**src/rtl/ws2812_bit_driver.sv**
```systemverilog
// WS2812 NRZ serial driver: fetches 24-bit colour words on request and shifts
// them out MSB-first as timed high/low pulses, ending each frame with a latch gap.
module ws2812_bit_driver #(
    parameter int T0H_CYC  = 19,
    parameter int T1H_CYC  = 38,
    parameter int TBIT_CYC = 60,
    parameter int TRES_CYC = 14400
) (
    input  logic        clk_sb,
    input  logic        reset,
    input  logic        send_leds_n,
    input  logic [23:0] rgb_data_in,
    output logic        ws2812_next_led,
    output logic        ws2812_dout,
    output logic        busy
);

    localparam logic [15:0] TBIT_LAST = 16'(TBIT_CYC - 1);
    localparam logic [15:0] TRES_LAST = 16'(TRES_CYC - 1);
    localparam logic [4:0]  MSB_IDX   = 5'd23;

    // STROBE holds the request cycle so the translator has one cycle to update
    // the word before FETCH captures it.
    typedef enum logic [2:0] {IDLE, STROBE, FETCH, BIT, LATCH} state_t;

    state_t      state, state_nxt;
    logic [23:0] shift_q, shift_nxt;
    logic [4:0]  bit_idx, bit_idx_nxt;
    logic [15:0] phase, phase_nxt;
    logic [15:0] lat_cnt, lat_cnt_nxt;
    logic        more, more_nxt;
    logic        next_led_nxt;
    logic        dout_nxt;
    logic        busy_nxt;

    function automatic logic [15:0] high_cyc(input logic bit_val);
        return bit_val ? 16'(T1H_CYC) : 16'(T0H_CYC);
    endfunction

    always_comb begin
        state_nxt    = state;
        shift_nxt    = shift_q;
        bit_idx_nxt  = bit_idx;
        phase_nxt    = phase;
        lat_cnt_nxt  = lat_cnt;
        more_nxt     = more;
        next_led_nxt = 1'b0;

        case (state)
            IDLE: begin
                if (!send_leds_n) begin
                    state_nxt    = STROBE;
                    next_led_nxt = 1'b1;
                end
            end
            STROBE: begin
                state_nxt = FETCH;
            end
            FETCH: begin
                shift_nxt   = rgb_data_in;
                bit_idx_nxt = MSB_IDX;
                phase_nxt   = '0;
                state_nxt   = BIT;
            end
            BIT: begin
                if (phase != TBIT_LAST) begin
                    phase_nxt = phase + 16'd1;
                end else if (bit_idx != 5'd0) begin
                    bit_idx_nxt = bit_idx - 5'd1;
                    phase_nxt   = '0;
                    // Registered strobe lands in the first cycle of bit 0.
                    if (bit_idx == 5'd1) begin
                        more_nxt     = !send_leds_n;
                        next_led_nxt = !send_leds_n;
                    end
                end else if (more) begin
                    shift_nxt   = rgb_data_in;
                    bit_idx_nxt = MSB_IDX;
                    phase_nxt   = '0;
                end else begin
                    lat_cnt_nxt = '0;
                    state_nxt   = LATCH;
                end
            end
            LATCH: begin
                if (lat_cnt == TRES_LAST) begin
                    state_nxt = IDLE;
                end else begin
                    lat_cnt_nxt = lat_cnt + 16'd1;
                end
            end
            default: begin
                state_nxt = IDLE;
            end
        endcase

        busy_nxt = (state_nxt != IDLE);
        dout_nxt = (state_nxt == BIT) && (phase_nxt < high_cyc(shift_nxt[bit_idx_nxt]));
    end

    always_ff @(posedge clk_sb) begin
        if (reset) begin
            state           <= IDLE;
            shift_q         <= '0;
            bit_idx         <= '0;
            phase           <= '0;
            lat_cnt         <= '0;
            more            <= 1'b0;
            ws2812_next_led <= 1'b0;
            ws2812_dout     <= 1'b0;
            busy            <= 1'b0;
        end else begin
            state           <= state_nxt;
            shift_q         <= shift_nxt;
            bit_idx         <= bit_idx_nxt;
            phase           <= phase_nxt;
            lat_cnt         <= lat_cnt_nxt;
            more            <= more_nxt;
            ws2812_next_led <= next_led_nxt;
            ws2812_dout     <= dout_nxt;
            busy            <= busy_nxt;
        end
    end

endmodule
```
**config.mk**
```make
export PLATFORM = sky130hd
export DESIGN_NAME = ws2812_bit_driver
export DESIGN_NICKNAME = d
export VERILOG_FILES = /design/src/rtl/ws2812_bit_driver.sv
export SDC_FILE = /design/constraint.sdc
export NUM_CORES = 1
export LEC_CHECK = 0
export CAP_MARGIN = 20
export CORE_MARGIN = 3
export CORE_UTILIZATION = 55
export CTS_CLUSTER_DIAMETER = 200
export DETAILED_ROUTE_END_ITERATION = 16
export GPL_TIMING_DRIVEN = 0
export PLACE_DENSITY = 0.87
export SETUP_SLACK_MARGIN = 0.15
export SLEW_MARGIN = 20
export SYNTH_ARGS = -nofsm -noshare
export SYNTH_HDL_FRONTEND = slang
export SYNTH_SLANG_ARGS = --single-unit
```
**constraint.sdc**
```tcl
create_clock -name clk_sb -period 5.72 [get_ports clk_sb]
set_input_delay 1.144 -clock clk_sb [delete_from_list [all_inputs] [get_ports clk_sb]]
set_output_delay 1.144 -clock clk_sb [all_outputs]
set_load 0.1 [all_outputs]
```
==> results of run 1 <==
==> critical path: stages (launching register included) <==
cell	delay, ns
dfxtp_1	0.39
inv_1	0.12
ha_1	0.25
or4b_2	0.69
nor2_1	0.43
o31ai_4	0.15
and2_1	0.19
buf_6	0.13
o2111ai_1	0.19
o311ai_0	0.14
or3_1	0.33
and3_4	0.22
ha_1	0.29
a21oi_1	0.17
nand3_1	0.10
nor3b_1	0.21
nand4_1	0.16
nor4_1	0.49
nand4b_1	0.17
o21ai_2	0.13
==> layer usage <==
metal,global-route usage,up-vias,part of all wire,wire length (um)
li1,-,1715,-,-
met1,0.300,1635,0.43,3920
met2,0.414,140,0.48,4280
met3,0.0771,22,0.070,630
met4,0.0795,0,0.020,180
met5,0,-,0,0
==> area by class of cell <==
cell class	instances	area [um^2]	share of cell area
Inverter	12	47.5	0.0110
Clock buffer	11	151	0.0352
Multi-Input combinational cell	353	2150	0.500
Clock inverter	5	83.8	0.0195
Tap cell	77	96.3	0.0224
Buffer	26	124	0.0288
Timing Repair Buffer	29	290	0.0674
Sequential cell	68	1360	0.316
==> worst paths after layout <==
check	startpoint	slack [ns]	to
worst min register to register	shift_q[8]	0.46	shift_q[8]
worst max register to register	bit_idx[0]	0.70	ws2812_dout
worst min-delay path	shift_q[8]	0.46	shift_q[8]
worst max-delay path	bit_idx[0]	0.70	ws2812_dout
==> power breakdown <==
| group | total (mW) | leakage (nW) | internal, mW | switching [mW] |
|---|---|---|---|---|
| clock network | 0.466 | 0.112 | 0.270 | 0.196 |
| registers | 0.501 | 0.552 | 0.491 | 0.0102 |
| logic | 0.212 | 0.926 | 0.0784 | 0.133 |
==> state kept, by name, indices dropped and copies added (netlist names) <==
register	flops
more	1
bit_idx	5
state	3
ws2812_next_led	1
lat_cnt	16
shift_q	24
phase	16
busy	1
ws2812_dout	1
==> cell usage in the layout (no fill, tap or decap), types with 5 or more instances in the layout <==
cell type	count
nand3b_1	5
inv_1	11
a21oi_1	43
o21ai_0	20
clkdlybuf4s50_1	29
nand4_1	8
dfxtp_1	68
clkbuf_8	11
nor2_1	46
ha_1	8
nand3_1	14
nand2_1	75
xor2_1	12
and3_1	6
clkbuf_1	19
nor2b_1	5
nor3_1	11
mux2i_1	8
and2_1	8
==> cell families after synthesis <==
group                      after synthesis  synth area share
xor gates and xnor gates                15            0.0357
adders and majority gates                8            0.0272
muxes                                   10            0.0278
AOI/OAI and AO/OA                      106             0.194
DFF                                     68             0.369
and+or+nand+nor                        214             0.299
buffers and inverters                   38            0.0465
==> metrics by stage <==
step / cells / setup WS, ns / utilization / area, um^2 / total power, mW
final: 581 / 0.704 / 0.671 / 4310 / 1.18
after global routing: 581 / 0.260 / 0.671 / 4310 / 1.22
after CTS: 581 / 0.737 / 0.671 / 4310 / 1.18
after detailed placement: 565 / 0.787 / 0.634 / 4070 / 0.718
after global placement: 565 / 0.852 / 0.634 / 4070 / 0.712
after floorplan: 459 / 1.42 / - / 3680 / 0.656
==> metrics.md, run 1 <==
| Metric | Value |
|---|---|
| Worst slew margin | 0.359 |
| CTS sink count | 68 |
| Final ANT Viol Nets | 0 |
| Most frequent cell after synthesis | nand2_1 |
| DRT iter0 DRCs | 247 |
| Routed Wire Length | 9020 um |
| Cells after Synth | around 460 |
| Final nets | 534 |
| DRC violations left | 0 |
| Slew Viols, Final | 0 |
| Post-synth cell types | 69 |
| Main flop type after synthesis | dfxtp_1 |
| Die area | 0.00772 mm^2 |
| Routed wire per std cell | 15.5 um |
| Yosys top cell area share | 0.369 |
| Routed vias/inst | 6.04 |
| Status | complete, no violations |
| Final hold vios | 0 |
| Clk root buf | clkbuf_8 |
| Synth Area per Inst | ~8 um^2 |
| Critical path required time | around 6.0 ns |
| Crit share post-route | 0.877 |
| RSZ-0062 raised after global routing | no |
| Worst setup EP type | register |
| DP HPWL | 6290 um |
| Cell area power density | 274 mW/mm^2 |
| Post-synth EDFFs | 0 |
| Critical path arrival | around 5.3 ns |
| Core Rows | 29 |
| Hold/Removal Path Class | register to register |
| List of most frequent post-synthesis cells | nand2_1 (75), dfxtp_1 (68), nor2_1 (46) |
| Fillers | 528 |
| Fmax | 199 MHz |
| Hold slack final | 0.458 ns |
| Worst r2r path cells | 19 |
| Starting Density | 0.574 |
| DIE HEIGHT | between 80 and 90 um |
| Area Growth Syn to Fin | 16.9% |
| Total gr overflow | 0 |
| Critical path class | register to register |
| Chip width | 87.9 um |
| Synth Net Count | 494 |
| Post-synth ARST share | 0 |
| Synth area leaders | dfxtp_1 (37%), nand2_1 (7.6%), a21oi_1 (5.8%) |
| Total negative slack | 0 ns |
| Maximum VDD drop | 183 uV |
| Final setup fails | 0 |
| Max Cap Violations | 0 |
| Post-CTS resize count | 0 |
| Startpoint types | register |
| Buffer depth of the longest clock path | 2 |
| Clock transition at the registers of the reported paths | 0.08 ns |
| Layout cells sized above 1 | 0.0853 |
| Worst-Skew Late Latency | 0.36 ns |
| Number of setup buffers added after CTS | 0 |
| Placeable Area | 0.00642 mm^2 |
| Yosys reg bits | 68 |
| Largest net degree at the start of global routing | 13 |
| First-pass GRT wire length | 15000 um |
| Cell taking the most area after synthesis | dfxtp_1 |
| Routability cong. | 0.888 |
| Worst-margin pin slew | 0.959 ns |
| YS warnings | 0 |
| Setup Skew | 0.0101 ns |
| Top Ports | 30 |
| Ant. Diodes | 0 |
| Pre-antenna DRT Iters | 7 |
| CTS Buf Count | 9 |
| Worst-path maximum fanout | 6 |
| Global Route Usage Sum | 0.246 |
| Post-Synthesis Cell Area | 0.00368 mm^2 |
| Vias in the first global route | 3291 |
| Hold bufs inserted after CTS | 0 |
| I/O Buffers | 29 |
| Hold Crit Depth | 2 |
| Register area share after synthesis | 0.369 |
| CTS tree | built |
| Leak | approximately 1.6 nW |
| Fin crit period | between 5 and 6 ns |
| H-Tree Depth | 3 |
| Initial antenna violation count | 0 |
| Vias after detailed routing | 3512 |
Note: power is estimated with default switching activity, not from simulation.
==> run 2: changes to the inputs <==
--- a/config.mk
+++ b/config.mk
@@ -10,8 +10,9 @@
 export CORE_UTILIZATION = 55
 export CTS_CLUSTER_DIAMETER = 200
 export DETAILED_ROUTE_END_ITERATION = 16
+export DONT_BUFFER_PORTS = 1
 export GPL_TIMING_DRIVEN = 0
-export PLACE_DENSITY = 0.87
+export PLACE_DENSITY = 0.81
 export SETUP_SLACK_MARGIN = 0.15
 export SLEW_MARGIN = 20
 export SYNTH_ARGS = -nofsm -noshare
==> run 2 against run 1 <==
- sequential power up 4.2%
- highest routed layer unchanged
- global-route usage up 0.52 points
- count of clock-buffer cells in the layout down 2
- critical endpoint unchanged
- first-iteration DRC count up 23%
- worst setup slack worse by 0.0031 ns
==> metrics.md, run 2 (synthesis results as in run 1) <==
| Metric | Value |
|---|---|
| Status | complete, no violations |
| First-pass GRT wire length | about 15000 um |
| Layout cells sized above 1 | 0.0905 |
| Clock transition at the registers of the reported paths | 0.08 ns |
| Final ANT Viol Nets | 0 |
| Fillers | 544 |
| Placeable Area | 0.00642 mm^2 |
| Slew Viols, Final | 0 |
| Core Rows | 29 |
| Internal power | 0.885 mW |
| DP HPWL | 6330 um |
| Met3 Track Usage GR | 0.0621 |
| Sequential share of power | 0.425 |
| Worst setup EP type | register |
| Final setup fails | 0 |
| Met2 GRT Util | 0.395 |
| Vias in the first global route | between 3000 and 4000 |
| Post-Place Setup Slack | ~0.8 ns |
| Pre-antenna DRT Iters | 7 |
| Buffer depth of the longest clock path | 2 |
| GR Util met1 | 0.328 |
| Worst slew margin | 0.378 |
| Fin crit period | between 5 and 6 ns |
| Post-route insts no fill | roughly 550 |
| CTS Buf Count | 9 |
| Worst-Skew Late Latency | about 0.36 ns |
| RR Endpoint | ws2812_dout |
| DRC violations left | 0 |
| Cell area after layout | ~0.0041 mm^2 |
| CTS sink count | 68 |
| Total gr overflow | 0 |
| Crit share post-route | 0.877 |
| Number of setup buffers added after CTS | 0 |
| I/O Buffers | 0 |
| Most common cell after layout, fill and taps aside | nand2_1 |
| Switch share | 0.280 |
| Ant. Diodes | 0 |
| Most frequent cells in the layout | nand2_1 (75), dfxtp_1 (68), nor2_1 (46), a21oi_1 (43), o21ai_0 (20) |
| DIE HEIGHT | 87.9 um |
| Clock power frac | 0.441 |
| Area Growth Syn to Fin | 9.95% |
| Final core occ | 0.631 |
| DRT iter0 DRCs | 304 |
| Initial antenna violation count | 0 |
| Top Ports | 30 |
| Reg2reg start | phase[8] |
| Hold Crit Depth | 2 |
| Hold bufs inserted after CTS | 0 |
| Hold_sp | shift_q[15] |
| Vias after detailed routing | 3425 |
| Global Route Usage Sum | 0.252 |
| Largest register FFs | 24 |
| Hold slack final | ~0.46 ns |
| Cell area power density | 303 mW/mm^2 |
| Worst r2r path cells | 18 |
| Post-CTS resize count | 0 |
| H-Tree Depth | 3 |
| Final hold vios | 0 |
| Total negative slack | 0 ns |
| Die area | about 0.0077 mm^2 |
| Hold/Removal Path Class | register to register |
| Hold Path Sink | shift_q[15] |
| Chip width | 87.9 um |
| Reg2reg setup slack | 0.70 ns |
| Total Power | 1.23 mW |
| Leak | 1.50 nW |
| Starting Density | 0.574 |
| Largest Register | shift_q |
| Startpoint types | register |
| Fmax | 199 MHz |
| Routed vias/inst | around 6.2 |
| Setup Skew | 0.0150 ns |
| Critical path arrival | ~5.3 ns |
| Worst-margin pin slew | 0.931 ns |
| Critical path class | register to register |
| Routed wire per std cell | 16.3 um |
| CTS tree | built |
| Multi-input logic area | 0.00215 mm^2 |
| Max Cap Violations | 0 |
| Psw | 0.344 mW |
| Sequential cell area | 0.00136 mm^2 |
| DP Area | 0.00378 mm^2 |
| Combinational share of power | 0.134 |
| Largest net degree at the start of global routing | 14 |
| Maximum VDD drop | between 150 and 200 uV |
| Routability cong. | roughly 0.94 |
| Cells after DPL | 536 |
| Worst-path maximum fanout | 10 |
| Final nets | around 500 |
| Critical path required time | 6.02 ns |
| Clk root buf | clkbuf_8 |
| Min setup slack post-route | between 0.7 and 0.8 ns |
| RSZ-0062 raised after global routing | no |
| Routed Wire Length | 8980 um |
| Most used routing layer | met2 |
| Largest regs | shift_q: 24 flops, lat_cnt: 16 flops, phase: 16 flops |
-- run 2: changes by cell type in the layout (fill, tap and decap cells not counted) --
cell             change
bufinv_16            +2
clkbuf_8             -2
clkdlybuf4s50_1     -29
inv_6                +1
clkinvlp_4           -2
clkinv_4             +1
-- run 2: worst max-delay path by stage --
stage | start | slack [ns] | to | cells after the start
final | phase[8] | 0.70 | ws2812_dout | 18
after CTS | phase[8] | 0.77 | ws2812_dout | 18
after global placement | phase[8] | 0.84 | ws2812_dout | 19
after global routing | phase[2] | 0.36 | ws2812_dout | 17
after floorplan | phase[11] | 1.42 | ws2812_dout | 19
after detailed placement | phase[8] | 0.80 | ws2812_dout | 19
-- run 2: worst max-delay path, cell delays in order (launching register included) --
cell       delay, ns
dfxtp_1         0.30
buf_2           0.17
or4_4           0.54
nor4_4          0.64
nand3_1         0.30
and2_1          0.23
buf_6           0.13
o2111ai_1       0.20
o311ai_0        0.14
or3_1           0.34
and3_4          0.22
ha_1            0.29
a21oi_1         0.15
nand3_1         0.10
nor3b_1         0.21
nand4_1         0.15
nor4_1          0.53
nand4b_1        0.18
o21ai_2         0.14
-- run 2: layout make-up --
| cell class | instances | area share |
|---|---|---|
| multi-input cells | 353 | 0.531 |
| flip-flops and latches | 68 | 0.336 |
| clock inverters | 7 | 0.0361 |
| clock buffers | 9 | 0.0306 |
| plain buffers | 26 | 0.0306 |
| well taps | 77 | 0.0238 |
| inverters | 12 | 0.0117 |
-- run 2: layer usage --
metal	up-vias	share of wire
met3	31	0.077
met5	-	0
met2	149	0.47
li1	1652	-
met4	0	0.026
met1	1593	0.43
-- run 2: power groups by stage --
stage	clock network (mW)	logic (mW)	registers [mW]
2_1_floorplan	0	0.126	0.530
3_3_place_gp	0	0.156	0.532
3_5_place_dp	0	0.161	0.533
4_1_cts	0.543	0.163	0.522
5_1_grt	0.570	0.183	0.524
6_report	0.542	0.165	0.522
